===== config.mk =====
export PLATFORM = sky130hd
export DESIGN_NAME = binary_erosion_3x3
export DESIGN_NICKNAME = d
export VERILOG_FILES = /design/src/rtl/binary_erosion_3x3.sv
export SDC_FILE = /design/constraint.sdc
export NUM_CORES = 2
export LEC_CHECK = 0
export CAP_MARGIN = 20
export CORE_ASPECT_RATIO = 1.5
export CORE_MARGIN = 4
export CORE_UTILIZATION = 35
export DETAILED_ROUTE_END_ITERATION = 6
export HOLD_SLACK_MARGIN = 0.03
export PLACE_DENSITY = 0.58
export SYNTH_ARGS = -nofsm -noshare
export SYNTH_HDL_FRONTEND = slang
export SYNTH_SLANG_ARGS = --single-unit

===== constraint.sdc =====
create_clock -name pixel_clk -period 22.6 [get_ports pixel_clk]
set_input_delay 4.52 -clock pixel_clk [delete_from_list [all_inputs] [get_ports pixel_clk]]
set_output_delay 4.52 -clock pixel_clk [all_outputs]
set_load 0.02 [all_outputs]

===== src/rtl/binary_erosion_3x3.sv =====
// binary_erosion_3x3: streaming 3x3 binary erosion over a raster-scanned frame.
// Each accepted pixel completes the window centred one line and one column back.
// That centre pixel is emitted one cycle later. After the last input pixel, a
// flush phase drains the final line plus one pixel. Every flushed pixel sits on
// the bottom border or the last column, so the flush always outputs 0x00.
module binary_erosion_3x3 #(
    parameter int IMG_WIDTH  = 640,
    parameter int IMG_HEIGHT = 480
) (
    input  logic       pixel_clk,
    input  logic       reset,
    input  logic       in_valid,
    output logic       in_ready,
    input  logic       in_sof,
    input  logic [7:0] in_data,
    output logic       out_valid,
    output logic [7:0] out_data,
    output logic       out_sof,
    output logic       out_eof
);

    localparam int NPIX = IMG_WIDTH * IMG_HEIGHT;
    localparam int KMAX = NPIX + IMG_WIDTH;
    localparam int KW   = $clog2(KMAX + 1);
    localparam int CW   = $clog2(IMG_WIDTH);
    localparam int RW   = $clog2(IMG_HEIGHT + 1);

    localparam logic [KW-1:0] K_FIRST_OUT = KW'(IMG_WIDTH + 1);
    localparam logic [KW-1:0] K_LAST_IN   = KW'(NPIX - 1);
    localparam logic [KW-1:0] K_FLUSH_END = KW'(KMAX);
    localparam logic [CW-1:0] COL_LAST    = CW'(IMG_WIDTH - 1);

    typedef enum logic [1:0] {
        FILL  = 2'd0,
        RUN   = 2'd1,
        FLUSH = 2'd2
    } state_t;

    state_t          state_q;
    logic [KW-1:0]   k_q;
    logic [CW-1:0]   col_q;
    logic [RW-1:0]   row_q;
    logic [IMG_WIDTH-1:0] lb0_q;   // previous line, one bit per column
    logic [IMG_WIDTH-1:0] lb1_q;   // line before that
    logic [8:0]      win_q;        // 3 columns x {top, mid, bottom}, newest in [2:0]
    logic            out_valid_q;
    logic [7:0]      out_data_q;
    logic            out_sof_q;
    logic            out_eof_q;

    logic            in_ready_s;
    logic            accept_s;
    logic            restart_s;
    logic [KW-1:0]   cur_k_s;
    logic [CW-1:0]   cur_col_s;
    logic [RW-1:0]   cur_row_s;
    logic [2:0]      new_col_s;
    logic [8:0]      win_d;
    logic            emit_s;
    logic            border_s;
    logic            last_in_s;
    logic [6:0]      unused_data_s;

    assign unused_data_s = in_data[6:0];

    // Handshake and current-pixel position; an SOF accept restarts the frame at pixel 0.
    always_comb begin
        in_ready_s = 1'b0;
        if (!reset && (state_q != FLUSH)) begin
            in_ready_s = 1'b1;
        end else begin
            in_ready_s = 1'b0;
        end
        accept_s  = in_valid && in_ready_s;
        restart_s = accept_s && in_sof;
        if (restart_s) begin
            cur_k_s   = '0;
            cur_col_s = '0;
            cur_row_s = '0;
        end else begin
            cur_k_s   = k_q;
            cur_col_s = col_q;
            cur_row_s = row_q;
        end
    end

    // Window update and output decision for the pixel centred one line and one column back.
    always_comb begin
        new_col_s = {lb1_q[cur_col_s], lb0_q[cur_col_s], in_data[7]};
        if (accept_s) begin
            win_d = {win_q[5:0], new_col_s};
        end else begin
            win_d = win_q;
        end
        emit_s    = accept_s && (cur_k_s >= K_FIRST_OUT);
        last_in_s = accept_s && (cur_k_s == K_LAST_IN);
        // Input column 0/1 maps to output column W-1/0; input row <= 1 maps to output row 0.
        border_s  = (cur_col_s <= CW'(1)) || (cur_row_s <= RW'(1));
    end

    // Line buffers hold raw pixel bits; stale contents only ever feed border outputs.
    always_ff @(posedge pixel_clk) begin
        if (accept_s) begin
            lb1_q[cur_col_s] <= lb0_q[cur_col_s];
            lb0_q[cur_col_s] <= in_data[7];
        end else begin
            lb1_q <= lb1_q;
            lb0_q <= lb0_q;
        end
    end

    // Frame FSM, counters, window and registered output stage.
    always_ff @(posedge pixel_clk) begin
        if (reset) begin
            state_q     <= FILL;
            k_q         <= '0;
            col_q       <= '0;
            row_q       <= '0;
            win_q       <= '0;
            out_valid_q <= 1'b0;
            out_data_q  <= 8'h00;
            out_sof_q   <= 1'b0;
            out_eof_q   <= 1'b0;
        end else begin
            case (state_q)
                FLUSH: begin
                    out_valid_q <= 1'b1;
                    out_data_q  <= 8'h00;
                    out_sof_q   <= 1'b0;
                    out_eof_q   <= (k_q == K_FLUSH_END);
                    if (k_q == K_FLUSH_END) begin
                        state_q <= FILL;
                        k_q     <= '0;
                        col_q   <= '0;
                        row_q   <= '0;
                    end else begin
                        k_q <= k_q + KW'(1);
                    end
                end
                FILL, RUN: begin
                    out_valid_q <= emit_s;
                    out_data_q  <= (emit_s && !border_s && (&win_d)) ? 8'hFF : 8'h00;
                    out_sof_q   <= emit_s && (cur_k_s == K_FIRST_OUT);
                    out_eof_q   <= 1'b0;
                    if (accept_s) begin
                        k_q   <= cur_k_s + KW'(1);
                        win_q <= win_d;
                        if (cur_col_s == COL_LAST) begin
                            col_q <= '0;
                            row_q <= cur_row_s + RW'(1);
                        end else begin
                            col_q <= cur_col_s + CW'(1);
                            row_q <= cur_row_s;
                        end
                        if (last_in_s) begin
                            state_q <= FLUSH;
                        end else if (cur_k_s < K_FIRST_OUT) begin
                            state_q <= FILL;
                        end else begin
                            state_q <= RUN;
                        end
                    end else begin
                        state_q <= state_q;
                    end
                end
                default: begin
                    state_q     <= FILL;
                    k_q         <= '0;
                    col_q       <= '0;
                    row_q       <= '0;
                    out_valid_q <= 1'b0;
                    out_data_q  <= 8'h00;
                    out_sof_q   <= 1'b0;
                    out_eof_q   <= 1'b0;
                end
            endcase
        end
    end

    assign in_ready  = in_ready_s;
    assign out_valid = out_valid_q;
    assign out_data  = out_data_q;
    assign out_sof   = out_sof_q;
    assign out_eof   = out_eof_q;

endmodule


* Word level (Yosys, flattened, before mapping)
Index checks and enable logic that the tools add are counted.
** Word-level totals
- Register bits after elaboration :: 1340
- Output and inout bits :: 12
- Logic and storage cells :: 82
** Cells by class
- Add/sub/neg operators :: 4
- Order comparisons :: 6
- Equality and inequality tests :: 9
- Mux-type cells :: 31
- Bitwise logic cells :: 2
- Reductions and logical operators :: 19
** Operator list (count)
- $bwmux 640 :: 2
- $mux 19 :: 3
- $mux 9 :: 5
- $mux 10 :: 4
- $add 19x1->19 const B :: 2
- $eq 19x19->1 const B :: 2
- $pmux 19 s2 :: 1
- $bmux 1 s10 :: 2
- $pmux 10 s2 :: 1
- $eq 19x10->1 const B :: 1
- $ge 19x10->1 const B :: 1
- $lt 19x10->1 const B :: 1
- $pmux 9 s2 :: 1
- $lt 10x11->1 const B :: 1
- $add 10x1->10 const B :: 1
- $demux 1 s10 :: 1
- $eq 10x10->1 const B :: 1
- $ge 10x1->1 const B :: 1
- $le 10x1->1 const B :: 1
- $add 9x1->9 const B :: 1
- $le 9x1->1 const B :: 1
- $logic_and 1x1->1 :: 9
- $reduce_and 9->1 :: 1
- $mux 8 :: 1
- 13 further kinds :: 26

* Longest topological paths before layout
- Word-level depth :: 12
- Mapped depth :: 20
- Gate-level depth less buffers :: 14

* Worst setup path after synthesis
OpenSTA, ideal clock, no wires.
- Path kind :: in2reg
- Start point :: in in_sof
- End point :: reg lb1_q[0], data pin
- Setup time :: 2193 ps
- Arrival time :: 15986 ps
- Setup slack :: 4421 ps
- Stages :: 10
- Path buffers :: 3
- Cell sequence :: buf_2 -> inv_4 -> clkbuf_1 -> o31ai_1 -> buf_2 -> a221oi_1 -> o21ai_0 -> and3_1 -> a211oi_1 -> o221ai_2
** On the way
- Elaborated cells between the ends (all ways) :: 10
- Classes of those cells :: 2 x order compare; 6 x mux; 2 x reduce/logical
** RTL lines
- start, declared :: RTL line 14 : input logic in_sof,
- $logic_and 1x1->1 :: RTL line 75 : restart_s = accept_s && in_sof;
- $mux 10 :: RTL line 76 : if (restart_s) begin
- $bmux 1 s10
- $mux 1
- named net new_col_s[1] :: RTL line 57 : logic [2:0] new_col_s;
- $bwmux 640 :: RTL line 104 : lb1_q[cur_col_s] <= lb0_q[cur_col_s];
- end signal, assigned by index :: RTL line 104
- end signal, assigned :: RTL line 107 : lb1_q <= lb1_q;
- end, declared :: RTL line 44 : logic [IMG_WIDTH-1:0] lb1_q;
The timed path passes the listed nets, and every way through them passes these cells. The select of a mux whose other input is x is not followed.
A chain may end at the register's enable or synchronous reset.

* Final worst setup path
- Start point :: in in_valid
- End point :: reg lb1_q[593], data pin
** On the way
- Elaborated cells between the ends (all ways) :: 11
- Classes of those cells :: 2 x order compare; 6 x mux; 3 x reduce/logical
** RTL lines
- start, declared :: RTL line 12 : input logic in_valid,
- $logic_and 1x1->1 :: RTL line 74 : accept_s = in_valid && in_ready_s;
- $logic_and 1x1->1 :: RTL line 75
- $mux 10 :: RTL line 76
- $bmux 1 s10
- $mux 1
- named net new_col_s[1] :: RTL line 57
- $bwmux 640 :: RTL line 104
The timed path passes the listed nets, and every way through them passes these cells. The select of a mux whose other input is x is not followed.

==> impl_results.md <==
- Insertion delay to the later sink of the worst-skew pair: approximately 0.76 ns
- Net count of the mapped netlist: ~4,100
- Instance area at placement: between 0.05 and 0.06 mm²
- Worst R2R Setup Slack: between 10 and 15 ns
- Total global routing track utilization: 23.81%
- Clock transition time at the flip-flop clock pins of the worst setup and hold paths: ~0.060 ns
- Number of nets still failing antenna checks after routing: 0
- Post-synth EDFFs: between 1,000 and 1,500
- Number of violations reported at the end of detailed-routing iteration 0: 4,667
- Count of clock tree sinks: 1,333
- Run status: finished with violations
- Crit Path Class: input pin to register
- Maximum buffer depth of the clock tree: 3
- Routed WL: 204.3 mm
- Average cell area after synthesis: ~14 µm²
- Crit path DAT: about 12 ns
- HPWL reported at the end of detailed placement: approximately 130 mm
- Setup crit start kind: input pin
- Power density relative to cell area: a little under 80 mW/mm²
- Worst min-delay path class: register to register
- Reg2Reg Launch Point: col_q[0]
- Area of the mapped netlist: about 0.057 mm²
- Post-cts hold buffer count: 0
- Sequential Power Share: 55.2%
- Standard-cell rows: 180
- Clock power share: 40.3%
- Top FF cell, synth: sky130_fd_sc_hd__edfxtp_1
- Peak clock frequency supported by timing: 85.23 MHz
- Maximum vdd ir drop: approximately 62 µV
- Highest cell delay on the worst timing path: about 0.9 ns
- Slowest CP cell: sky130_fd_sc_hd__buf_4
- Worst Setup End Kind: register
- Distinct cells, synth: 96
- Switching component of the power: roughly 1.1 mW
- Gate power share: under 10%
- Max transition margin: 20.95%
- Aggregate global routing overflow: 0
- Startpoint of the worst hold path: win_q[7]
- Required time reported for the critical path endpoint: 23.03 ns
- Switching share of power: between 20% and 30%
- Maximum fanout encountered on the critical timing path: around 100
- Fraction of final layout cells sized beyond drive strength 1: around an eighth
- Max-cap viol count: 0
- Worst-Margin Slew: approximately 1.2 ns
- Number of buffers added for setup after CTS: 0
- Synthesized instance count: ~4,100
- Clock skew after layout: about 0.05 ns
- Hold-critical path endpoint: win_q[7]
- Worst Hold Depth: 2
- Clock tree from TritonCTS: yes
- Die X-Extent: 336.4 µm
- Placeable core region: between 0.15 and 0.2 mm²
- # H-tree levels: 3
- Ports placed on the boundary: 24
- Yosys warns: 0
- Max Transition Viols Final: 0
- Die outline area: around 0.17 mm²
- Tmin final: 11.73 ns
- Final setup TNS: 0 ns
- Layout Utilization: between 30% and 40%
- Crit-path cells: clkdlybuf4s50_1 -> nor2b_2 -> buf_4 -> a31oi_4 -> buf_4 -> inv_1 -> buf_4 -> a221oi_1 -> a22o_1 -> and3_1 -> nor4_1 -> o32ai_1 -> o221ai_4 -> buf_4 -> buf_4 -> buf_4 -> buf_4
- Final net count: slightly above 4,000
- Die H: roughly 500 µm
- Cell with the most instances on the worst path: sky130_fd_sc_hd__buf_4
- Post-DR wirelength/cell: 32.81 µm
- Initial cell density of the core: between 30% and 40%
- Initial antenna violation count: 5
- Final weighted congestion in routability-driven placement: about 0.9
- Period utilization: between 50% and 60%
- Leak Pwr: between 15 and 20 nW
- Library cell used as clock root buffer: sky130_fd_sc_hd__clkbuf_16
- Internal power: just under 4 mW
- Via count of the first global-routing pass: approximately 37,000
- DRC violations left: 2
- Final setup vio count: 0
- Failing checks: design-rule violations
- Final count of hold timing violations: 0
- Unrepaired setup endpoints after global routing: no
- Critical path launch point: in_valid
- Fill count: around 15,000
- Via/cell ratio: 6.031
- Post-layout instance area: about 0.063 mm²
- Total of cells resized after clock tree synthesis: 0
- Via count: about 38,000
- Number of synthesized register bits: 1,333
- Clock buffer count from CTS: about 120
- Worst flop-to-flop path endpoint: lb1_q[593]
- Fraction of synthesis flops using an asynchronous set or reset pin: 0%
- Path depth of the worst reg2reg path: 15
- Area growth from synthesis to final layout: 11.67%
- Total of buffers placed on input and output ports: 16
- Pin count of the biggest net entering global routing: 248
- Sequential fraction of the synthesis area: 69.75%
- Detailed-routing iteration count for the pre-antenna-repair pass: 7
- Wire length of the first global-routing pass: ~280 mm
[how the worst max path moves through the flow]
stage | to | slack, ns | cells after the start
after floorplan | lb1_q[0] | 4.42 | 10
after global placement | lb1_q[482] | 10.26 | 17
after detailed placement | lb1_q[482] | 10.20 | 17
after CTS | lb1_q[593] | 10.96 | 17
after global routing | lb1_q[582] | 10.73 | 17
final | lb1_q[593] | 10.87 | 17
[cell usage in the layout (no fill, tap or decap), types with 27 or more instances in the layout]
| cell | netlist | routed |
|---|---|---|
| sky130_fd_sc_hd__a211oi_1 | 36 | 36 |
| sky130_fd_sc_hd__a21oi_1 | 88 | 88 |
| sky130_fd_sc_hd__a221oi_1 | 42 | 42 |
| sky130_fd_sc_hd__a22oi_1 | 71 | 71 |
| sky130_fd_sc_hd__a31oi_1 | 34 | 27 |
| sky130_fd_sc_hd__buf_4 | 45 | 147 |
| sky130_fd_sc_hd__clkbuf_1 | 178 | 29 |
| sky130_fd_sc_hd__clkbuf_16 | 0 | 118 |
| sky130_fd_sc_hd__clkinv_1 | 2 | 27 |
| sky130_fd_sc_hd__dfxtp_1 | 53 | 48 |
| sky130_fd_sc_hd__edfxtp_1 | 1280 | 1280 |
| sky130_fd_sc_hd__mux2_2 | 68 | 68 |
| sky130_fd_sc_hd__mux2i_1 | 383 | 383 |
| sky130_fd_sc_hd__mux4_2 | 37 | 37 |
| sky130_fd_sc_hd__nand2_1 | 173 | 173 |
| sky130_fd_sc_hd__nand3_1 | 87 | 75 |
| sky130_fd_sc_hd__nor2_1 | 762 | 760 |
| sky130_fd_sc_hd__nor3_1 | 40 | 39 |
| sky130_fd_sc_hd__o211ai_1 | 27 | 27 |
| sky130_fd_sc_hd__o21ai_0 | 90 | 90 |
| sky130_fd_sc_hd__o22ai_1 | 106 | 106 |
[stage by stage]
step	cells	worst slack [ns]	hold WS, ns	power, mW
floorplan	4052	4.421	0.4366	2.940
global placement	6000	10.26	0.4486	3.003
detailed placement	6003	10.20	0.4563	3.004
CTS	6219	10.96	0.4656	4.954
global route	6221	10.73	0.4820	5.074
finish	6228	10.87	0.4601	4.946
[power by group through the flow]
| stage | sequential, mW | clock, mW | combinational [mW] |
|---|---|---|---|
| floorplan | 2.81 | 0 | 0.130 |
| global placement | 2.78 | 0 | 0.219 |
| detailed placement | 2.78 | 0 | 0.220 |
| CTS | 2.73 | 2.00 | 0.221 |
| global route | 2.73 | 2.11 | 0.233 |
| finish | 2.73 | 1.99 | 0.224 |
[state kept, by name, indices dropped and copies added, names as in the netlist]
| signal | count |
|---|---|
| out_sof | 1 |
| out_eof | 1 |
| row_q | 9 |
| col_q | 10 |
| out_data | 1 |
| lb0_q | 640 |
| lb1_q | 640 |
| out_valid | 1 |
| win_q | 9 |
| k_q | 19 |
| state_q | 2 |
[cell usage after synthesis, types with 37 or more instances]
cell type	n	share of area, %
sky130_fd_sc_hd__edfxtp_1	1280	68
sky130_fd_sc_hd__nor2_1	762	5.1
sky130_fd_sc_hd__mux2i_1	383	6.8
sky130_fd_sc_hd__clkbuf_1	178	1.2
sky130_fd_sc_hd__nand2_1	173	1.1
sky130_fd_sc_hd__o22ai_1	106	1.2
sky130_fd_sc_hd__o21ai_0	90	0.80
sky130_fd_sc_hd__a21oi_1	88	0.78
sky130_fd_sc_hd__nand3_1	87	0.77
sky130_fd_sc_hd__buf_2	73	0.65
sky130_fd_sc_hd__a22oi_1	71	0.94
sky130_fd_sc_hd__mux2_2	68	1.4
sky130_fd_sc_hd__dfxtp_1	53	1.9
sky130_fd_sc_hd__buf_4	45	0.60
sky130_fd_sc_hd__a221oi_1	42	0.65
sky130_fd_sc_hd__nor3_1	40	0.35
sky130_fd_sc_hd__mux4_2	37	1.5
[worst max-delay path: cells and delay by family]
kind | cells | cell delay [ns]
buffers and inverters | 9 | 4.95
AOI/OAI and AO/OA | 5 | 0.99
and+or+nand+nor | 3 | 1.43
[metal layers]
layer	track usage (%)	vias up	wire [µm]
met4	16.69	2	17490
li1	-	15500	-
met1	27.10	19170	69290
met5	0	-	9
met2	40.21	2218	99300
met3	4.662	678	18260
[logic make-up (layout without fill, tap and decap cells)]
group	count (synthesis)	count (layout)	synth area share (%)
DFF	1333	1333	69.75
and+or+nand+nor	1218	1218	9.266
AOI/OAI and AO/OA	667	667	8.338
muxes	489	489	9.613
buffers and inverters	327	402	2.687
adders and majority gates	11	11	0.2430
xor gates and xnor gates	7	7	0.1083
other	0	8	0
[area by class of cell]
cell class,instances,area (µm²),area share [%]
Multi-Input combinational cell,2392,15900,25.14
Sequential cell,1333,39510,62.48
Tap cell,2093,2619,4.141
Clock buffer,151,3117,4.928
Timing Repair Buffer,169,1409,2.228
Clock inverter,65,599.3,0.9477
Inverter,17,66.31,0.1049
Antenna cell,8,20.02,0.03166
(Power assumes the default switching activity.)
